`src/rtl/cpu_pkg.sv`:
```
// ============================================================================
// Module   : cpu_pkg
// Purpose  : Opcodes, select encodings, FSM states and default widths shared
//            by the control path and the execute unit.
// Revision : 1.0 - initial release
// ============================================================================
`default_nettype none

package cpu_pkg;

  localparam int C_OPCODE_WIDTH = 4;
  localparam int C_VALUE_WIDTH  = 8;
  localparam int C_REG_COUNT    = 8;
  localparam int C_STACK_DEPTH  = 4;

  localparam logic [3:0] C_OP_NOP = 4'd0;
  localparam logic [3:0] C_OP_ADD = 4'd1;
  localparam logic [3:0] C_OP_SUB = 4'd2;
  localparam logic [3:0] C_OP_AND = 4'd3;
  localparam logic [3:0] C_OP_OR  = 4'd4;
  localparam logic [3:0] C_OP_XOR = 4'd5;
  localparam logic [3:0] C_OP_NOT = 4'd6;
  localparam logic [3:0] C_OP_SHL = 4'd7;
  localparam logic [3:0] C_OP_SHR = 4'd8;
  localparam logic [3:0] C_OP_MOV = 4'd9;
  localparam logic [3:0] C_OP_CMP = 4'd10;

  // Operand selects: 10/11 both give constant zero.
  localparam logic [1:0] C_SEL_REG = 2'b00;
  localparam logic [1:0] C_SEL_IMM = 2'b01;

  // Destination selects: 10/11 both discard the result.
  localparam logic [1:0] C_DST_REG = 2'b00;
  localparam logic [1:0] C_DST_OUT = 2'b01;

  typedef logic [1:0] state_t;
  localparam state_t C_ST_IDLE    = 2'd0;
  localparam state_t C_ST_PUSHING = 2'd1;
  localparam state_t C_ST_POPPING = 2'd2;

endpackage

`default_nettype wire

```
`src/rtl/alu_unit.sv`:
```
// ============================================================================
// Module   : alu_unit
// Purpose  : Combinational ALU; reports whether the op writes and sets flags.
// Revision : 1.0 - initial release
// ============================================================================
`default_nettype none

module alu_unit
  import cpu_pkg::*;
#(
  parameter int OPCODE_WIDTH = C_OPCODE_WIDTH,
  parameter int VALUE_WIDTH  = C_VALUE_WIDTH
) (
  input  logic [OPCODE_WIDTH-1:0] op,
  input  logic [VALUE_WIDTH-1:0]  a,
  input  logic [VALUE_WIDTH-1:0]  b,
  output logic [VALUE_WIDTH-1:0]  result,
  output logic                    writes_dest,
  output logic                    affects_flag
);

  always_comb begin
    result       = '0;
    writes_dest  = 1'b1;
    affects_flag = 1'b1;
    case (op)
      OPCODE_WIDTH'(C_OP_ADD): result = a + b;
      OPCODE_WIDTH'(C_OP_SUB): result = a - b;
      OPCODE_WIDTH'(C_OP_AND): result = a & b;
      OPCODE_WIDTH'(C_OP_OR):  result = a | b;
      OPCODE_WIDTH'(C_OP_XOR): result = a ^ b;
      OPCODE_WIDTH'(C_OP_NOT): result = ~a;
      OPCODE_WIDTH'(C_OP_SHL): result = a << 1;
      OPCODE_WIDTH'(C_OP_SHR): result = a >> 1;
      OPCODE_WIDTH'(C_OP_MOV): result = a;
      OPCODE_WIDTH'(C_OP_CMP): begin
        result      = a - b;
        writes_dest = 1'b0;
      end
      default: begin
        writes_dest  = 1'b0;
        affects_flag = 1'b0;
      end
    endcase
  end

endmodule

`default_nettype wire

```
`src/rtl/execute_unit.sv`:
```
// ============================================================================
// Module   : execute_unit
// Purpose  : Operand resolve, ALU, register file, output port and the
//            register-frame stack copied one register per cycle.
// Revision : 1.0 - initial release
// ============================================================================
`default_nettype none

module execute_unit
  import cpu_pkg::*;
#(
  parameter int OPCODE_WIDTH = C_OPCODE_WIDTH,
  parameter int VALUE_WIDTH  = C_VALUE_WIDTH,
  parameter int REG_COUNT    = C_REG_COUNT,
  parameter int STACK_DEPTH  = C_STACK_DEPTH
) (
  input  logic                    clk,
  input  logic                    rst,
  input  logic [OPCODE_WIDTH-1:0] op_code,
  input  logic [VALUE_WIDTH-1:0]  source1,
  input  logic [VALUE_WIDTH-1:0]  source2,
  input  logic [VALUE_WIDTH-1:0]  destination,
  input  logic [1:0]              source1_choice,
  input  logic [1:0]              source2_choice,
  input  logic [1:0]              destination_choice,
  input  logic                    push,
  input  logic                    pop,
  output logic                    zero_flag,
  output logic                    busy,
  output logic [VALUE_WIDTH-1:0]  out_data,
  output logic                    out_valid,
  output logic                    stack_err
);

  localparam int IDX_W = $clog2(REG_COUNT);
  localparam int FRM_W = (STACK_DEPTH > 1) ? $clog2(STACK_DEPTH) : 1;
  localparam int SP_W  = $clog2(STACK_DEPTH + 1);

  localparam logic [IDX_W-1:0] C_LAST_IDX = IDX_W'(REG_COUNT - 1);
  localparam logic [SP_W-1:0]  C_FULL_SP  = SP_W'(STACK_DEPTH);

  logic [VALUE_WIDTH-1:0] r_regs  [REG_COUNT];
  logic [VALUE_WIDTH-1:0] r_stack [STACK_DEPTH][REG_COUNT];
  logic [SP_W-1:0]        r_sp;
  state_t                 r_state;
  logic [IDX_W-1:0]       r_idx;

  logic [IDX_W-1:0]       w_s1_idx;
  logic [IDX_W-1:0]       w_s2_idx;
  logic [IDX_W-1:0]       w_dst_idx;
  logic [VALUE_WIDTH-1:0] w_a;
  logic [VALUE_WIDTH-1:0] w_b;
  logic [VALUE_WIDTH-1:0] w_result;
  logic                   w_writes;
  logic                   w_flag;
  logic [SP_W-1:0]        w_sp_dec;
  logic [FRM_W-1:0]       w_push_frame;
  logic [FRM_W-1:0]       w_pop_frame;
  logic                   w_stack_fault;
  logic                   w_unused;

  assign w_s1_idx  = source1[IDX_W-1:0];
  assign w_s2_idx  = source2[IDX_W-1:0];
  assign w_dst_idx = destination[IDX_W-1:0];

  assign w_sp_dec     = r_sp - SP_W'(1);
  assign w_push_frame = r_sp[FRM_W-1:0];
  assign w_pop_frame  = w_sp_dec[FRM_W-1:0];

  // Upper destination bits never select a register.
  assign w_unused = ^{destination, w_sp_dec};

  assign busy = (r_state != C_ST_IDLE);

  assign w_stack_fault = (push && pop)
                       || (push && (r_sp == C_FULL_SP))
                       || (pop  && (r_sp == '0));

  always_comb begin
    case (source1_choice)
      C_SEL_REG: w_a = r_regs[w_s1_idx];
      C_SEL_IMM: w_a = source1;
      default:   w_a = '0;
    endcase
    case (source2_choice)
      C_SEL_REG: w_b = r_regs[w_s2_idx];
      C_SEL_IMM: w_b = source2;
      default:   w_b = '0;
    endcase
  end

  alu_unit #(
    .OPCODE_WIDTH (OPCODE_WIDTH),
    .VALUE_WIDTH  (VALUE_WIDTH)
  ) u_alu (
    .op           (op_code),
    .a            (w_a),
    .b            (w_b),
    .result       (w_result),
    .writes_dest  (w_writes),
    .affects_flag (w_flag)
  );

  always_ff @(posedge clk) begin
    if (rst) begin
      for (int i = 0; i < REG_COUNT; i++) begin
        r_regs[i] <= '0;
      end
      r_sp      <= '0;
      r_state   <= C_ST_IDLE;
      r_idx     <= '0;
      zero_flag <= 1'b0;
      out_data  <= '0;
      out_valid <= 1'b0;
      stack_err <= 1'b0;
    end else begin
      out_valid <= 1'b0;
      case (r_state)
        C_ST_IDLE: begin
          if (push || pop) begin
            // Any push/pop request suppresses the ALU op in this cycle.
            if (w_stack_fault) begin
              stack_err <= 1'b1;
            end else if (push) begin
              r_state <= C_ST_PUSHING;
              r_idx   <= '0;
            end else begin
              r_state <= C_ST_POPPING;
              r_idx   <= '0;
            end
          end else begin
            if (w_flag) begin
              zero_flag <= (w_result == '0);
            end
            if (w_writes) begin
              case (destination_choice)
                C_DST_REG: r_regs[w_dst_idx] <= w_result;
                C_DST_OUT: begin
                  out_data  <= w_result;
                  out_valid <= 1'b1;
                end
                default: ;
              endcase
            end
          end
        end
        C_ST_PUSHING: begin
          if (r_idx == C_LAST_IDX) begin
            r_sp    <= r_sp + 1'b1;
            r_state <= C_ST_IDLE;
            r_idx   <= '0;
          end else begin
            r_idx <= r_idx + 1'b1;
          end
        end
        C_ST_POPPING: begin
          r_regs[r_idx] <= r_stack[w_pop_frame][r_idx];
          if (r_idx == C_LAST_IDX) begin
            r_sp    <= w_sp_dec;
            r_state <= C_ST_IDLE;
            r_idx   <= '0;
          end else begin
            r_idx <= r_idx + 1'b1;
          end
        end
        default: r_state <= C_ST_IDLE;
      endcase
    end
  end

  // Frame storage needs no reset: a frame only becomes visible once sp covers it.
  always_ff @(posedge clk) begin
    if (!rst && (r_state == C_ST_PUSHING)) begin
      r_stack[w_push_frame][r_idx] <= r_regs[r_idx];
    end
  end

endmodule

`default_nettype wire

```
`config.mk`:
```
export PLATFORM = sky130hd
export DESIGN_NAME = execute_unit
export DESIGN_NICKNAME = d
export VERILOG_FILES = /design/src/rtl/cpu_pkg.sv /design/src/rtl/alu_unit.sv /design/src/rtl/execute_unit.sv
export SDC_FILE = /design/constraint.sdc
export NUM_CORES = 1
export LEC_CHECK = 0
export CAP_MARGIN = 40
export CORE_ASPECT_RATIO = 1.4
export CORE_MARGIN = 2
export CORE_UTILIZATION = 62
export DETAILED_ROUTE_END_ITERATION = 12
export MAX_ROUTING_LAYER = met4
export PLACE_DENSITY = 0.83
export SYNTH_ARGS = -nofsm -noshare
export SYNTH_HDL_FRONTEND = slang
export SYNTH_SLANG_ARGS = --single-unit
```
`constraint.sdc`:
```
create_clock -name clk -period 5.5 [get_ports clk]
set_clock_uncertainty 0.05 [all_clocks]
set_input_delay 0.55 -clock clk [delete_from_list [all_inputs] [get_ports clk]]
set_output_delay 0.55 -clock clk [all_outputs]
set_load 0.005 [all_outputs]
```
**Word-level counts from Yosys, hierarchy flattened**

Memory sizes are Yosys's and may differ from the RTL's. A register that Yosys moved wholly into a read port is not among the register bits.
Index checks and enable logic that the tools add are counted.

- Flip-flop bits (word level): 19
- Memory bits (writable): 320
- Logic and storage cells: 121
- Memories: 2

Memory list:

| name | words | bits a word | read ports | clocked after Yosys merged registers in | wr ports | RTL line | source |
|---|---|---|---|---|---|---|---|
| r_stack | 4 | 64 | 1 | 0 | 1 | execute_unit.sv:43 | `logic [VALUE_WIDTH-1:0] r_stack [STACK_DEPTH][REG_COUNT];` |
| r_regs | 8 | 8 | 3 | 1 | 8 | execute_unit.sv:42 | `logic [VALUE_WIDTH-1:0] r_regs [REG_COUNT];` |

- Add/subtract/negate cells: 5
- $lt $le $gt $ge: 2
- Equality and inequality tests: 22
- Mux-type cells: 44
- Bitwise operators: 8
- Reductions and logical operators: 31

Operators by type and width:

| operator | number |
|---|---|
| one-hot mux 8 bit (9 select lines) | 1 |
| 2-to-1 mux 64 bit | 1 |
| 2-to-1 mux 8 bit | 5 |
| one-hot mux 8 bit (2 select lines) | 2 |
| 2-to-1 mux 3 bit | 9 |
| binary-select mux 8 bit (select 3 bit) | 1 |
| demux 8 bit (select 3 bit) | 1 |
| 2-to-1 mux 1 bit | 17 |
| equality test 4 x 3 -> 1 bit, second input constant | 4 |
| OR reduction 8 bit | 2 |
| AND reduction 3 bit | 5 |
| equality test 4 bit, second input constant | 3 |
| one-hot mux 3 bit (2 select lines) | 2 |
| OR reduction 10 bit | 1 |
| OR reduction 9 bit | 1 |
| adder 8 bit | 1 |
| AND 8 bit | 1 |
| equality test 2 x 1 -> 1 bit, second input constant | 4 |
| equality test 4 x 2 -> 1 bit, second input constant | 2 |
| zero test 2 bit | 4 |
| zero test 8 bit | 1 |
| 2-to-1 mux 2 bit | 4 |
| != test 2 bit, second input constant | 4 |
| NOT 8 bit | 1 |
| 22 further kinds | 35 |

**Logic depth before layout (Yosys ltp)**

Gate-level depths: netlist of the first run.

- Word-level depth: 11
- Gate-level depth with buffers: 18
- Gate-level depth less buffers: 17

**Cells and area by module**

A second synthesis of the first run with hierarchy kept.

- Cells, all modules: 1187
- Area, all modules: 16701.0 sq um

By module, submodules not included:

| module | times used | cells an instance | area an instance (sq um) | seq. area each (sq um) |
|---|---|---|---|---|
| execute_unit | 1 | 1003 | 15377.2 | 10049.6 |
| alu_unit | 1 | 184 | 1323.8 | 0.0 |

**Worst setup path before layout of the first run**

OpenSTA, ideal clock, no wires.

- Path kind: input port to flip-flop
- Start: in source2[0]
- End: mem r_regs[0][7] in the netlist's numbering (data pin)
- Arrival time: 3.995 ns
- Data required time: 5.181 ns
- Path slack: 1.186 ns
- Stages: 14
- Path buffers: 1
- Path through: buf_6 -> mux4_1 -> mux2i_1 -> nor3_1 -> or4b_4 -> o31ai_1 -> xnor2_1 -> ha_1 -> or3_1 -> a211o_1 -> o211a_1 -> xnor3_2 -> a211oi_4 -> nor3b_1

RTL lines:

| item | RTL line | source |
|---|---|---|
| start: declaration | execute_unit.sv:21 | `input logic [VALUE_WIDTH-1:0] source2,` |
| end: declaration | execute_unit.sv:42 |  |

==> summary.md, run 1 <==
| Metric | Value |
|---|---|
| Vias post-DR | `~9500` |
| Post-cts resize count | `0` |
| Die Width | `142 µm` |
| Commonest non-fill, non-tap cell in the layout | `edfxtp_1` |
| Crit path max fanout | `17` |
| Syn Inst Count | `around 1100` |
| First-pass GRT wire length | `approximately 57000 µm` |
| Total Neg Setup Slack | `0 ns` |
| Hold Path Class | `reg -> reg` |
| # hold bufs at CTS | `0` |
| Final slew viol count | `0` |
| Ys async rst share | `0%` |
| Ant. Diodes | `0` |
| Slew @ Worst Pin | `between 0.9 and 1 ns` |
| Synth Register Bits | `between 300 and 400` |
| Sequential element share of the synthesized area | `between 60% and 70%` |
| Rel. slew slack | `between 30% and 40%` |
| Initial DRT Pass Iterations | `5` |
| Fillers | `1679` |
| Multi-input gate area | `around 6000 µm²` |
| # Post-CTS Setup Buffers | `0` |
| Io pins | `50` |
| CTS Buffer Depth | `3` |
| Status | `finished, final reports clean` |
| Die area | `roughly 28000 µm²` |
| Power density over the cells | `323 nW/µm²` |
| Avg Synthesized Cell Area | `15.6 µm²` |
| CP Capture Type | `flop` |
| Post-synth top area share | `58.5%` |
| Finished Cell Area | `between 15000 and 20000 µm²` |
| P&R area growth vs syn | `11.8%` |
| Final hold vios | `0` |
| Peak supply drop | `0.321 mV` |
| Crit path time final | `approximately 4.9 ns` |
| Crit share post-route | `89.8%` |
| Core Area | `between 20000 and 30000 µm²` |
| Bufs and invs on worst path | `4` |
| Final Core Density | `70.4%` |
| Worst path cell trace | `clkdlybuf4s50_1 > buf_12 > mux4_1 > mux2i_1 > nor3_1 > a21oi_1 > buf_4 > ha_1 > nor2_1 > a21oi_1 > inv_1 > ha_1 > nor2b_1 > o21ai_0 > a21oi_1 > a211o_1 > o211a_1 > xnor3_2 > a211oi_4 > nor3b_1` |
| Placement Setup Slack | `roughly 0.012 ns` |
| Ys Warns | `0` |
| Leak Pwr | `~6 nW` |
| Most used cell, CP | `a21oi_1` |
| Fmax | `approximately 200 MHz` |
| Total global routing overflow | `0` |
| Final WS setup | `around 0.56 ns` |
| RSZ-0062 raised after global routing | `no` |
| Ys flop type | `edfxtp_1` |
| Worst-Skew Late Latency | `0.55 ns` |
| CP arrival | `slightly above 5 ns` |
| Slowest cell on the critical path | `mux4_1` |
| Wirelength per Cell | `~25 µm` |
| Max H-tree Level | `1` |
| Final HPWL DP | `about 26000 µm` |
| Synthesized area | `roughly 16000 µm²` |
| Initial Util | `between 60% and 70%` |
| Largest net degree at the start of global routing | `36` |
| Antenna violations before repair | `0` |
| Hold WS | `around 0.43 ns` |
| DRC | `0` |
| Yosys top cell by area | `edfxtp_1` |
| Yosys cell types | `72` |
| CTS Sinks | `342` |
| Cell Rows | `70` |
| Routed WL | `about 37000 µm` |
| Number of global-route vias before repair | `just under 10000` |
| Post-route ant nets | `0` |
| Commonest non-fill, non-tap cells in the layout | `320 x edfxtp_1, 112 x nor2_1, 105 x mux4_2` |
| Startpoint Class | `input pin` |
| CTS Buf Count | `29` |
| Port buffer count | `44` |
| Clock transition at path regs | `approximately 0.070 ns` |
| Final setup viols | `0` |
| Tot GR Track Use | `roughly 28%` |
| Proportion of layout cells with a drive suffix above 1 | `roughly a fifth` |
| Crit path kind | `in -> reg` |
| Final nets | `approximately 1200` |
| Register area | `between 10000 and 15000 µm²` |
| CP delay by family, top | `compound AO/OA/AOI/OAI gates` |
| Largest cells by area after synthesis | `edfxtp_1 58%, mux4_2 14%, mux2i_1 3.3%, dfxtp_1 2.7%, ha_1 2.6%` |
| CP peak stage delay | `between 0.5 and 0.6 ns` |
| Chip Height | `197 µm` |
| Root buf cell | `clkbuf_16` |
| Initial DRC count | `roughly 790` |
| Vias per inst | `roughly 6.5` |
| Post-synth EDFFs | `320` |
| WP data required | `~5.7 ns` |
| Syn nets | `1123` |
| Max-cap violations | `0` |
| CTS tree | `yes` |
| RePlAce Congestion | `slightly above 1` |
| Area after DPL | `between 15000 and 20000 µm²` |
## logic make-up (layout without fill, tap and decap cells)
kind of cell / Yosys count / in the layout / share of synthesized area, %
flops: 342 / 342 / 61.2
simple gates: 279 / 279 / 8.47
mux: 178 / 178 / 19.4
compound gates: 123 / 123 / 5.35
buf+inv: 83 / 166 / 2.19
fa+ha+maj: 35 / 35 / 2.71
xor+xnor: 10 / 10 / 0.670
## worst reg2reg max path: stages (launching register included)
cell      delay [ns]
edfxtp_1        0.42
mux4_1          0.52
mux2i_1         0.27
nor3_1          0.10
a21oi_1         0.14
buf_4           0.17
ha_1            0.12
nor2_1          0.04
a21oi_1         0.23
inv_1           0.07
ha_1            0.28
nor2b_1         0.12
o21ai_0         0.23
a21oi_1         0.14
a211o_1         0.28
o211a_1         0.14
xnor3_2         0.42
a211oi_4        0.48
nor3b_1         0.12
## synthesized netlist by cell type, types with 14 or more instances
library cell,n
a21oi_1,23
a22oi_1,19
and2_1,37
clkbuf_1,25
dfxtp_1,22
edfxtp_1,320
ha_1,34
inv_1,32
mux2_2,14
mux2i_1,54
mux4_2,105
nand2_1,40
nand2b_1,22
nor2_1,112
nor2b_1,16
o21ai_0,25
## layer usage
layer	GRT usage (%)	wire (µm)	vias up	part of all wire [%]
met5	-	0	-	0
met4	13.7	2030	0	5.5
met3	3.01	1660	109	4.5
met2	50.8	20400	367	55
met1	31.1	12800	4749	35
li1	-	-	4257	-
## power breakdown
| part | total (W) | leakage, nW | internal, W | switching [W] |
|---|---|---|---|---|
| clock | 0.00216 | 0.487 | 0.00128 | 0.000873 |
| sequential | 0.00298 | 3.16 | 0.00294 | 0.0000371 |
| combinational | 0.000802 | 2.47 | 0.000332 | 0.000470 |
## layout make-up
class                   count  share of cell area [%]
flip-flops and latches    342                    54.7
multi-input cells         625                    32.8
clock buffers              40                    4.29
repair buffers             80                    4.08
well taps                 324                    2.21
clock inverters            14                    1.24
inverters                  32                   0.654
## flip-flops by register name, summed over array words and instances (netlist names), named ones only
register   count
out_valid      1
r_state        2
out_data       8
stack_err      1
r_regs        64
r_idx          3
zero_flag      1
r_sp           3
r_stack      256
## metrics by stage
stage	power (W)	instances
CTS	0.00596	1456
detailed placement	0.00383	1402
global route	0.00612	1457
finish	0.00594	1457
global placement	0.00379	1400
floorplan	0.00355	1050
## worst paths after layout
check	start	end	slack, ns	depth (start not counted)
worst max-delay path	source2[0]	r_regs[1][7]	0.56	20
worst max register to register	r_regs[3][1]	r_regs[1][7]	0.87	18
worst min register to register	stack_err	stack_err	0.43	2
worst min-delay path	stack_err	stack_err	0.43	2
(Power assumes the default switching activity.)
==> run 2, diff against run 1 <==
--- a/config.mk
+++ b/config.mk
@@ -12,6 +12,7 @@
 export DETAILED_ROUTE_END_ITERATION = 12
 export MAX_ROUTING_LAYER = met4
 export PLACE_DENSITY = 0.83
+export SKIP_CTS_REPAIR_TIMING = 1
 export SYNTH_ARGS = -nofsm -noshare
 export SYNTH_HDL_FRONTEND = slang
 export SYNTH_SLANG_ARGS = --single-unit
==> results of run 2 <==
Final layout, timing and power as in run 1 (identical DEF).
